File: config.mk
export PLATFORM = sky130hd
export DESIGN_NAME = weight_update_flat
export DESIGN_NICKNAME = d
export VERILOG_FILES = /design/src/rtl/weight_update_if.sv /design/src/rtl/weight_update.sv /design/src/flat_wrapper.sv
export SDC_FILE = /design/constraint.sdc
export NUM_CORES = 1
export LEC_CHECK = 0
export CORE_MARGIN = 2
export CORE_UTILIZATION = 60
export CTS_CLUSTER_SIZE = 28
export DETAILED_ROUTE_END_ITERATION = 8
export DONT_BUFFER_PORTS = 1
export PLACE_DENSITY = 0.82
export SYNTH_ARGS = -nofsm -noshare
export SYNTH_HDL_FRONTEND = slang
export SYNTH_SLANG_ARGS = --single-unit
File: constraint.sdc
create_clock -name clk -period 8.9 [get_ports clk]
set_clock_uncertainty 0.2 [all_clocks]
set_input_delay 1.78 -clock clk [delete_from_list [all_inputs] [get_ports clk]]
set_output_delay 1.78 -clock clk [all_outputs]
set_load 0.05 [all_outputs]
File: src/rtl/weight_update_if.sv
// Handshake bundle for weight_update: sample in, weight-memory read/write ports, error out.
// master = the weight_update block, slave = sample source / weight memory / error sink.
interface weight_update_if #(
   parameter int W = 8,
   parameter int N = 4
);
   localparam int AW = $clog2(N + 1);

   logic                 s_stb;
   logic [(N+1)*W-1:0]   s_dat;
   logic                 s_rdy;
   logic                 raddr_stb;
   logic [AW-1:0]        raddr_dat;
   logic                 raddr_rdy;
   logic                 rdata_stb;
   logic [2*W-1:0]       rdata_dat;
   logic                 rdata_rdy;
   logic                 waddr_stb;
   logic [AW-1:0]        waddr_dat;
   logic                 waddr_rdy;
   logic                 wdata_stb;
   logic [2*W-1:0]       wdata_dat;
   logic                 wdata_rdy;
   logic                 m_stb;
   logic [2*W-1:0]       m_dat;
   logic                 m_rdy;

   modport master (
      input  s_stb, s_dat, raddr_rdy, rdata_stb, rdata_dat, waddr_rdy, wdata_rdy, m_rdy,
      output s_rdy, raddr_stb, raddr_dat, rdata_rdy, waddr_stb, waddr_dat,
             wdata_stb, wdata_dat, m_stb, m_dat
   );
   modport slave (
      output s_stb, s_dat, raddr_rdy, rdata_stb, rdata_dat, waddr_rdy, wdata_rdy, m_rdy,
      input  s_rdy, raddr_stb, raddr_dat, rdata_rdy, waddr_stb, waddr_dat,
             wdata_stb, wdata_dat, m_stb, m_dat
   );
endinterface

File: src/rtl/weight_update.sv
// Backward-path weight updater: per index reads w_i, writes w_i - (delta*x_i)>>>R, emits e_i.
// WEIGHT_SATURATE_EN: clamp the updated weight on overflow instead of wrapping.
module weight_update #(
   parameter int W = 8,
   parameter int N = 4,
   parameter int R = 2
) (
   input  logic            clk,
   input  logic            rst,
   weight_update_if.master bus
);
   localparam int AW  = $clog2(N + 1);
   localparam int WW  = 2 * W;
   localparam int WW1 = 2 * W + 1;
   localparam int PW  = 3 * W;

   typedef enum logic [2:0] {IDLE, READ, WAIT, WRITE, EMIT} state_t;

   state_t             state_q, state_d;
   logic [AW-1:0]      idx_q, idx_d;
   logic [(N+1)*W-1:0] samp_q, samp_d;
   logic [WW-1:0]      wdata_q, wdata_d;
   logic [WW-1:0]      e_q, e_d;
   logic               s_rdy_q, s_rdy_d;
   logic               raddr_stb_q, raddr_stb_d;
   logic               rdata_rdy_q, rdata_rdy_d;
   logic               waddr_stb_q, waddr_stb_d;
   logic               wdata_stb_q, wdata_stb_d;
   logic               m_stb_q, m_stb_d;

   logic signed [W-1:0]  delta, x_i;
   logic signed [WW-1:0] w_old, q, w_new, e_new;

   assign delta = samp_q[N*W +: W];
   assign w_old = bus.rdata_dat;
   // Bias slot uses the constant -1 argument the forward path also applies.
   assign x_i   = (idx_q == AW'(N)) ? '1 : samp_q[int'(idx_q)*W +: W];
   assign q     = WW'(WW'(delta) * WW'(x_i)) >>> R;
   assign e_new = WW'((PW'(delta) * PW'(w_old)) >>> W);

`ifdef WEIGHT_SATURATE_EN
   logic signed [WW1-1:0] diff;
   assign diff = WW1'(w_old) - WW1'(q);
   always_comb begin
      w_new = diff[WW-1:0];
      if (diff[WW] != diff[WW-1])
         w_new = diff[WW] ? {1'b1, {(WW-1){1'b0}}} : {1'b0, {(WW-1){1'b1}}};
   end
`else
   assign w_new = w_old - q;
`endif

   always_comb begin
      state_d     = state_q;
      idx_d       = idx_q;
      samp_d      = samp_q;
      wdata_d     = wdata_q;
      e_d         = e_q;
      s_rdy_d     = s_rdy_q;
      raddr_stb_d = raddr_stb_q;
      rdata_rdy_d = rdata_rdy_q;
      waddr_stb_d = waddr_stb_q;
      wdata_stb_d = wdata_stb_q;
      m_stb_d     = m_stb_q;
      case (state_q)
         IDLE: if (bus.s_stb) begin
            samp_d      = bus.s_dat;
            idx_d       = '0;
            s_rdy_d     = 1'b0;
            raddr_stb_d = 1'b1;
            state_d     = READ;
         end
         READ: if (bus.raddr_rdy) begin
            raddr_stb_d = 1'b0;
            rdata_rdy_d = 1'b1;
            state_d     = WAIT;
         end
         WAIT: if (bus.rdata_stb) begin
            rdata_rdy_d = 1'b0;
            wdata_d     = w_new;
            e_d         = e_new;
            waddr_stb_d = 1'b1;
            wdata_stb_d = 1'b1;
            state_d     = WRITE;
         end
         WRITE: begin
            // Address and data channels retire independently; leave once both are done.
            if (bus.waddr_rdy) waddr_stb_d = 1'b0;
            if (bus.wdata_rdy) wdata_stb_d = 1'b0;
            if (!waddr_stb_d && !wdata_stb_d) begin
               if (idx_q != AW'(N)) begin
                  m_stb_d = 1'b1;
                  state_d = EMIT;
               end else begin
                  s_rdy_d = 1'b1;
                  state_d = IDLE;
               end
            end
         end
         EMIT: if (bus.m_rdy) begin
            m_stb_d     = 1'b0;
            idx_d       = AW'(idx_q + 1'b1);
            raddr_stb_d = 1'b1;
            state_d     = READ;
         end
         default: state_d = IDLE;
      endcase
   end

   always_ff @(posedge clk or negedge rst) begin
      if (!rst) begin
         state_q     <= IDLE;
         idx_q       <= '0;
         samp_q      <= '0;
         wdata_q     <= '0;
         e_q         <= '0;
         s_rdy_q     <= 1'b1;
         raddr_stb_q <= 1'b0;
         rdata_rdy_q <= 1'b0;
         waddr_stb_q <= 1'b0;
         wdata_stb_q <= 1'b0;
         m_stb_q     <= 1'b0;
      end else begin
         state_q     <= state_d;
         idx_q       <= idx_d;
         samp_q      <= samp_d;
         wdata_q     <= wdata_d;
         e_q         <= e_d;
         s_rdy_q     <= s_rdy_d;
         raddr_stb_q <= raddr_stb_d;
         rdata_rdy_q <= rdata_rdy_d;
         waddr_stb_q <= waddr_stb_d;
         wdata_stb_q <= wdata_stb_d;
         m_stb_q     <= m_stb_d;
      end
   end

   assign bus.s_rdy     = s_rdy_q;
   assign bus.raddr_stb = raddr_stb_q;
   assign bus.raddr_dat = idx_q;
   assign bus.rdata_rdy = rdata_rdy_q;
   assign bus.waddr_stb = waddr_stb_q;
   assign bus.waddr_dat = idx_q;
   assign bus.wdata_stb = wdata_stb_q;
   assign bus.wdata_dat = wdata_q;
   assign bus.m_stb     = m_stb_q;
   assign bus.m_dat     = e_q;
endmodule

File: src/flat_wrapper.sv
// flat-port wrapper written by rule: the top's interface ports become plain ports
module weight_update_flat 
#(
   parameter int W = 8,
   parameter int N = 4,
   parameter int R = 2
)
  (clk, rst, bus_s_stb, bus_s_dat, bus_raddr_rdy, bus_rdata_stb, bus_rdata_dat, bus_waddr_rdy, bus_wdata_rdy, bus_m_rdy, bus_s_rdy, bus_raddr_stb, bus_raddr_dat, bus_rdata_rdy, bus_waddr_stb, bus_waddr_dat, bus_wdata_stb, bus_wdata_dat, bus_m_stb, bus_m_dat);
  weight_update_if #(.W(W), .N(N)) bus_i ();
  input  logic clk;
  input  logic rst;
  input wire logic [$bits(bus_i.s_stb)-1:0] bus_s_stb;
  input wire logic [$bits(bus_i.s_dat)-1:0] bus_s_dat;
  input wire logic [$bits(bus_i.raddr_rdy)-1:0] bus_raddr_rdy;
  input wire logic [$bits(bus_i.rdata_stb)-1:0] bus_rdata_stb;
  input wire logic [$bits(bus_i.rdata_dat)-1:0] bus_rdata_dat;
  input wire logic [$bits(bus_i.waddr_rdy)-1:0] bus_waddr_rdy;
  input wire logic [$bits(bus_i.wdata_rdy)-1:0] bus_wdata_rdy;
  input wire logic [$bits(bus_i.m_rdy)-1:0] bus_m_rdy;
  output wire logic [$bits(bus_i.s_rdy)-1:0] bus_s_rdy;
  output wire logic [$bits(bus_i.raddr_stb)-1:0] bus_raddr_stb;
  output wire logic [$bits(bus_i.raddr_dat)-1:0] bus_raddr_dat;
  output wire logic [$bits(bus_i.rdata_rdy)-1:0] bus_rdata_rdy;
  output wire logic [$bits(bus_i.waddr_stb)-1:0] bus_waddr_stb;
  output wire logic [$bits(bus_i.waddr_dat)-1:0] bus_waddr_dat;
  output wire logic [$bits(bus_i.wdata_stb)-1:0] bus_wdata_stb;
  output wire logic [$bits(bus_i.wdata_dat)-1:0] bus_wdata_dat;
  output wire logic [$bits(bus_i.m_stb)-1:0] bus_m_stb;
  output wire logic [$bits(bus_i.m_dat)-1:0] bus_m_dat;
  assign bus_i.s_stb = bus_s_stb;
  assign bus_i.s_dat = bus_s_dat;
  assign bus_i.raddr_rdy = bus_raddr_rdy;
  assign bus_i.rdata_stb = bus_rdata_stb;
  assign bus_i.rdata_dat = bus_rdata_dat;
  assign bus_i.waddr_rdy = bus_waddr_rdy;
  assign bus_i.wdata_rdy = bus_wdata_rdy;
  assign bus_i.m_rdy = bus_m_rdy;
  assign bus_s_rdy = bus_i.s_rdy;
  assign bus_raddr_stb = bus_i.raddr_stb;
  assign bus_raddr_dat = bus_i.raddr_dat;
  assign bus_rdata_rdy = bus_i.rdata_rdy;
  assign bus_waddr_stb = bus_i.waddr_stb;
  assign bus_waddr_dat = bus_i.waddr_dat;
  assign bus_wdata_stb = bus_i.wdata_stb;
  assign bus_wdata_dat = bus_i.wdata_dat;
  assign bus_m_stb = bus_i.m_stb;
  assign bus_m_dat = bus_i.m_dat;
  weight_update #(.W(W), .N(N), .R(R)) u_core (.clk(clk), .rst(rst), .bus(bus_i));
endmodule
# --- Word-level counts from Yosys, hierarchy flattened ---
# Index checks and enable logic that the tools add are counted.
# Widths: inputs -> output; s select.
op_classes:
  add_sub_neg: 2
  muxes: 33
  bitwise_logic: 0
  n_lt_le_gt_ge: 0
  div_mod_pow: 0
  n_reduce_logical: 19
  n_shift: 1
  n_eq_ne: 13
  mul: 2
ops:
  columns: ["operator", "n"]
  rows:
  - ["$shiftx 40x7->8", 1]
  - ["$mul 8x16->24", 1]
  - ["$mux 3", 8]
  - ["$mul 8x8->16", 1]
  - ["$mux 1", 16]
  - ["$sub 16x14->16", 1]
  - ["$pmux 3 s5", 1]
  - ["$reduce_and 4->1", 3]
  - ["$ne 2x2->1 const B", 5]
  - ["$pmux 1 s2", 5]
  - ["$reduce_bool 2->1", 5]
  - ["$mux 8", 1]
  - ["$eq 3x2->1 const B", 2]
  - ["$eq 3x3->1 const B", 2]
  - ["$pmux 3 s2", 1]
  - ["$reduce_and 2->1", 3]
  - ["$reduce_and 3->1", 2]
  - ["$reduce_and 5->1", 1]
  - ["$ne 2x1->1 const B", 2]
  - ["$add 3x1->3 const B", 1]
  - ["$eq 3x1->1 const B", 1]
  - ["$logic_not 3->1", 1]
  - ["$ne 3x3->1 const B", 1]
  - ["$pmux 1 s3", 1]
  - ["other kinds (3)", 4]
word_totals:
  register_bits: 84
  input_bits: 64
  ram_bits: 0
  rom_bits: 0
  latchBits: 0
  mem_count: 0

# --- Longest topological paths before layout ---
logic_depth:
  depth_word: 6
  depth_mapped: 30
  depth_no_buf: 28

# --- Worst setup path before layout ---
# Ideal clock, no wire load.
synth_timing:
  path_kind: "register to register"
  start: "reg u_core.idx_q[0], in the netlist u_core.bus.raddr_dat[0]"
  end: "reg u_core.wdata_q[14], in the netlist u_core.bus.wdata_dat[14]"
  synth_period_minus_slack_ns: 7.589
  slack_ns: 1.311
  path_stages_with_launch: 30
  t_arrival_ns: 7.297
  required_time_ns: 8.608
  path_buffers: 2
  cell_sequence: "dfrtp_1 > buf_2 > inv_1 > ha_1 > and2_1 > clkbuf_1 > a221oi_1 > nor2b_1 > fa_1 > inv_1 > fa_1 > inv_1 > fa_1 > inv_1 > fa_1 > inv_1 > ha_1 > a21oi_1 > o21bai_1 > a21oi_1 > o21bai_1 > a21oi_1 > xnor2_1 > ha_1 > nand3_1 > nor3_2 > nor4_1 > or4_1 > and3b_1 > o31ai_2"
synth_via:
  elab_chain_cells: 4
synth_lines:
  columns: ["item", "line", "rtl"]
  rows:
  - ["from (decl)", "weight_update.sv:20", "logic [AW-1:0] idx_q, idx_d;"]
  - ["from (signal assigned)", "weight_update.sv:125", "idx_q <= idx_d;"]
  - ["$shiftx 40x7->8 / $eq 3x3->1 (equally long branches)", "weight_update.sv:37", "assign x_i = (idx_q == AW'(N)) ? '1 : samp_q[int'(idx_q)*W +: W];"]
  - ["$mux 8 *", "weight_update.sv:37", null]
  - ["$mul 8x8->16 *", "weight_update.sv:38", "assign q = WW'(WW'(delta) * WW'(x_i)) >>> R;"]
  - ["$sub 16x14->16 *", "weight_update.sv:50", "assign w_new = w_old - q;"]
  - ["to (signal assigned)", "weight_update.sv:127", "wdata_q <= wdata_d;"]
  - ["to (decl)", "weight_update.sv:22", "logic [WW-1:0] wdata_q, wdata_d;"]
# Mark *: on every way between the ends. The rest lies on a longest branch, timed or not.
# A chain may end at the register's enable or synchronous reset.

# --- Worst setup path in the final report ---
# Same ends and word-level chain as after synthesis.

==> out/summary.txt <==
Status = completed
R2R Setup Slk = 1110 ps
CP Launch Type = register
# rows = 49
Met2 WL = 10700 um
Syn Inst Count = 1205
Final net count = 1492
Routed len/inst = 15.7 um
Initial antenna violation count = 1
Die ar. = 19200 um^2
HPWL Detailed = 17600 um
Max Clk Rate = 128 MHz
N_diodes = 0
Syn Area/Cell = 9.02 um^2
CTS Buf Count = 9
Class of the worst hold path = reg -> reg
Hold-fix buffers at CTS = 0
Gr ovfl total = 0
Crit Path Category = reg -> reg
Least-Margin Pin Slew = 1030 ps
Critical path's top delay family = adder cells
Die span in y = 139 um
Clk root buf = clkbuf_16
Layout cells sized above 1 = 4.54%
Ys Warns = 0
DRT Wirelength = 22300 um
RSZ-0062 raised after global routing = false
CP endpoint kind = register
Final setup vio count = 0
Synth Flop Type = dfrtp_1
Input/output buffers = 0
Post-CTS resize count = 0
Setup_tns = 0 ps
FFs w/ async S/R, synth = 100%
H-tree depth = 3
Critical R2R Launch = u_core.bus.raddr_dat[0]
GP Congestion = 0.835
Vias in the first global route = 8248
Max_slew headroom = 31.2%
R2r worst-path depth = 26
Met1 WL = 9520 um
Critical Path Source = u_core.bus.raddr_dat[0]
Syn Nets = 1512
CP most frequent cell = fa_1
Hold depth = 2
TritonCTS clock tree = yes
Critical path arrival = 7860 ps
Synth-to-layout area growth = 4.99%
Met3 wire length = 1540 um
Drt drc = 0
Count of maximum capacitance violations = 0
Area of the core = 17800 um^2
Library cells used by synthesis = 61
Io pins = 108
Final slew viol count = 0
Req. time, crit path = 8960 ps
Clock-pin slew on the worst setup and hold paths = 70 ps
DR top layer = met5
Fin crit share = 87.6%
Iteration-0 DRC count of the detailed router = 393
Reg-to-Reg End = u_core.bus.wdata_dat[14]
Largest net degree at the start of global routing = 85
Clock latency on the worst-skew pair = 360 ps
Total number of vias = 7909
Setup Buffers After CTS = 0
Mapped Area = 10900 um^2
DRT Pass-1 Iters = 7
Post-synth EDFFs = 0
First-pass GRT wire length = 38800 um
CP peak stage delay = 730 ps
Clock sink count = 84
Worst-path maximum fanout = 13
DRT antenna net count = 0
Crit-path slowest cell = dfrtp_1
Hold path start = u_core.samp_q[21]
Initial Util = 60.9%
Hold Path End = u_core.samp_q[21]
Die width = 139 um
Max clock buf depth = 2
Final Hold Viols = 0
Min Tclk post-route = 7790 ps
Sequential area share after synthesis = 19.3%
CP Buf/Inv Count = 5
DR vias/cell = 5.57
Synthesis-stage register bit count = 84
Overall Global Routing Usage = 24.7%
cell usage in the layout, fill, tap and decap left out, types with 5 or more instances in the layout:
cell type / count
inv_1: 216
fa_1: 158
mux4_2: 8
xnor2_1: 34
a221oi_1: 5
a21o_1: 9
nand2b_1: 22
nor2_1: 33
and3_1: 5
and2_1: 81
ha_1: 85
clkbuf_16: 9
a21oi_1: 24
o21a_1: 7
o21ai_1: 6
buf_4: 15
xor2_1: 14
nand2_1: 216
dfrtp_1: 83
nor2b_1: 32
nand3_1: 11
o21ai_0: 30
o21bai_1: 5
nor3_1: 11
per-stage QoR:
step | setup slack, ps | util, % | instance area [um^2] | hold slack, ps | instances
6_report | 1110 | 64.0 | 11400 | 273 | 1419
5_1_grt | 598 | 64.0 | 11400 | 307 | 1419
4_1_cts | 1120 | 64.0 | 11400 | 276 | 1419
3_5_place_dp | 1150 | 62.1 | 11100 | 260 | 1403
3_3_place_gp | 1250 | 62.1 | 11100 | 253 | 1403
2_1_floorplan | 1310 | - | 10900 | 240 | 1205
worst register-to-register path, delay by kind of cell (launching register included):
kind / cells / cell delay [ps]
xor+xnor: 1 / 110
simple gates: 6 / 1250
fa+ha+maj: 6 / 2640
flops: 1 / 730
mux: 1 / 570
buf+inv: 5 / 770
compound gates: 7 / 1430
how the worst max path moves through the flow:
stage	endpoint	slack (ps)	cells after the start
2_1_floorplan	u_core.bus.wdata_dat[14]	1310	29
3_3_place_gp	u_core.bus.wdata_dat[14]	1250	26
3_5_place_dp	u_core.bus.wdata_dat[14]	1150	26
4_1_cts	u_core.bus.wdata_dat[14]	1120	26
5_1_grt	u_core.bus.wdata_dat[14]	600	26
6_report	u_core.bus.wdata_dat[14]	1110	26
synthesized netlist by cell type, types with 14 or more instances:
| library cell | count | area, um^2 |
|---|---|---|
| a21oi_1 | 24 | 120 |
| and2_1 | 81 | 507 |
| nor2b_1 | 32 | 200 |
| inv_1 | 216 | 811 |
| ha_1 | 85 | 1060 |
| dfrtp_1 | 83 | 2080 |
| xnor2_1 | 34 | 298 |
| o21ai_0 | 30 | 150 |
| nand2_1 | 216 | 811 |
| nand2b_1 | 22 | 138 |
| xor2_1 | 14 | 123 |
| clkbuf_1 | 41 | 154 |
| fa_1 | 158 | 3160 |
| nor2_1 | 33 | 124 |
area by class of cell:
type                       count  area (um^2)
clock buffer                   9          225
tap                          229          287
sequential                    84         2100
fill                        1433         6430
multi-input combinational    857         7760
timing repair buffer          15          113
clock inverter                 7          104
inverter                     218          818
routing by layer:
metal  track usage, %  up-vias
met5                0        -
met4             7.47        2
met3             6.25       40
met2             41.0      229
met1             32.5     3950
li1                 -     3688
kinds of logic (layout without fill, tap and decap cells):
kind of cell	after synthesis	in the layout	share of synthesized area, %
AOI/OAI and AO/OA	129	129	8.17
xor gates and xnor gates	48	48	3.87
adders and majority gates	243	243	38.9
buffers and inverters	264	249	9.23
DFF	84	84	19.3
muxes	8	8	1.66
and+or+nand+nor	429	429	18.8
registers in the layout (all words and copies together) (netlist names), 3 cells and up:
signal	flops
u_core.samp_q	40
u_core.state_q	3
u_core.bus.wdata_dat	16
u_core.bus.m_dat	16
u_core.bus.raddr_dat	3
Power is left out: the tool's default activity adds up to more than one toggle a clock period on the data nets, which glitch-free logic cannot reach.
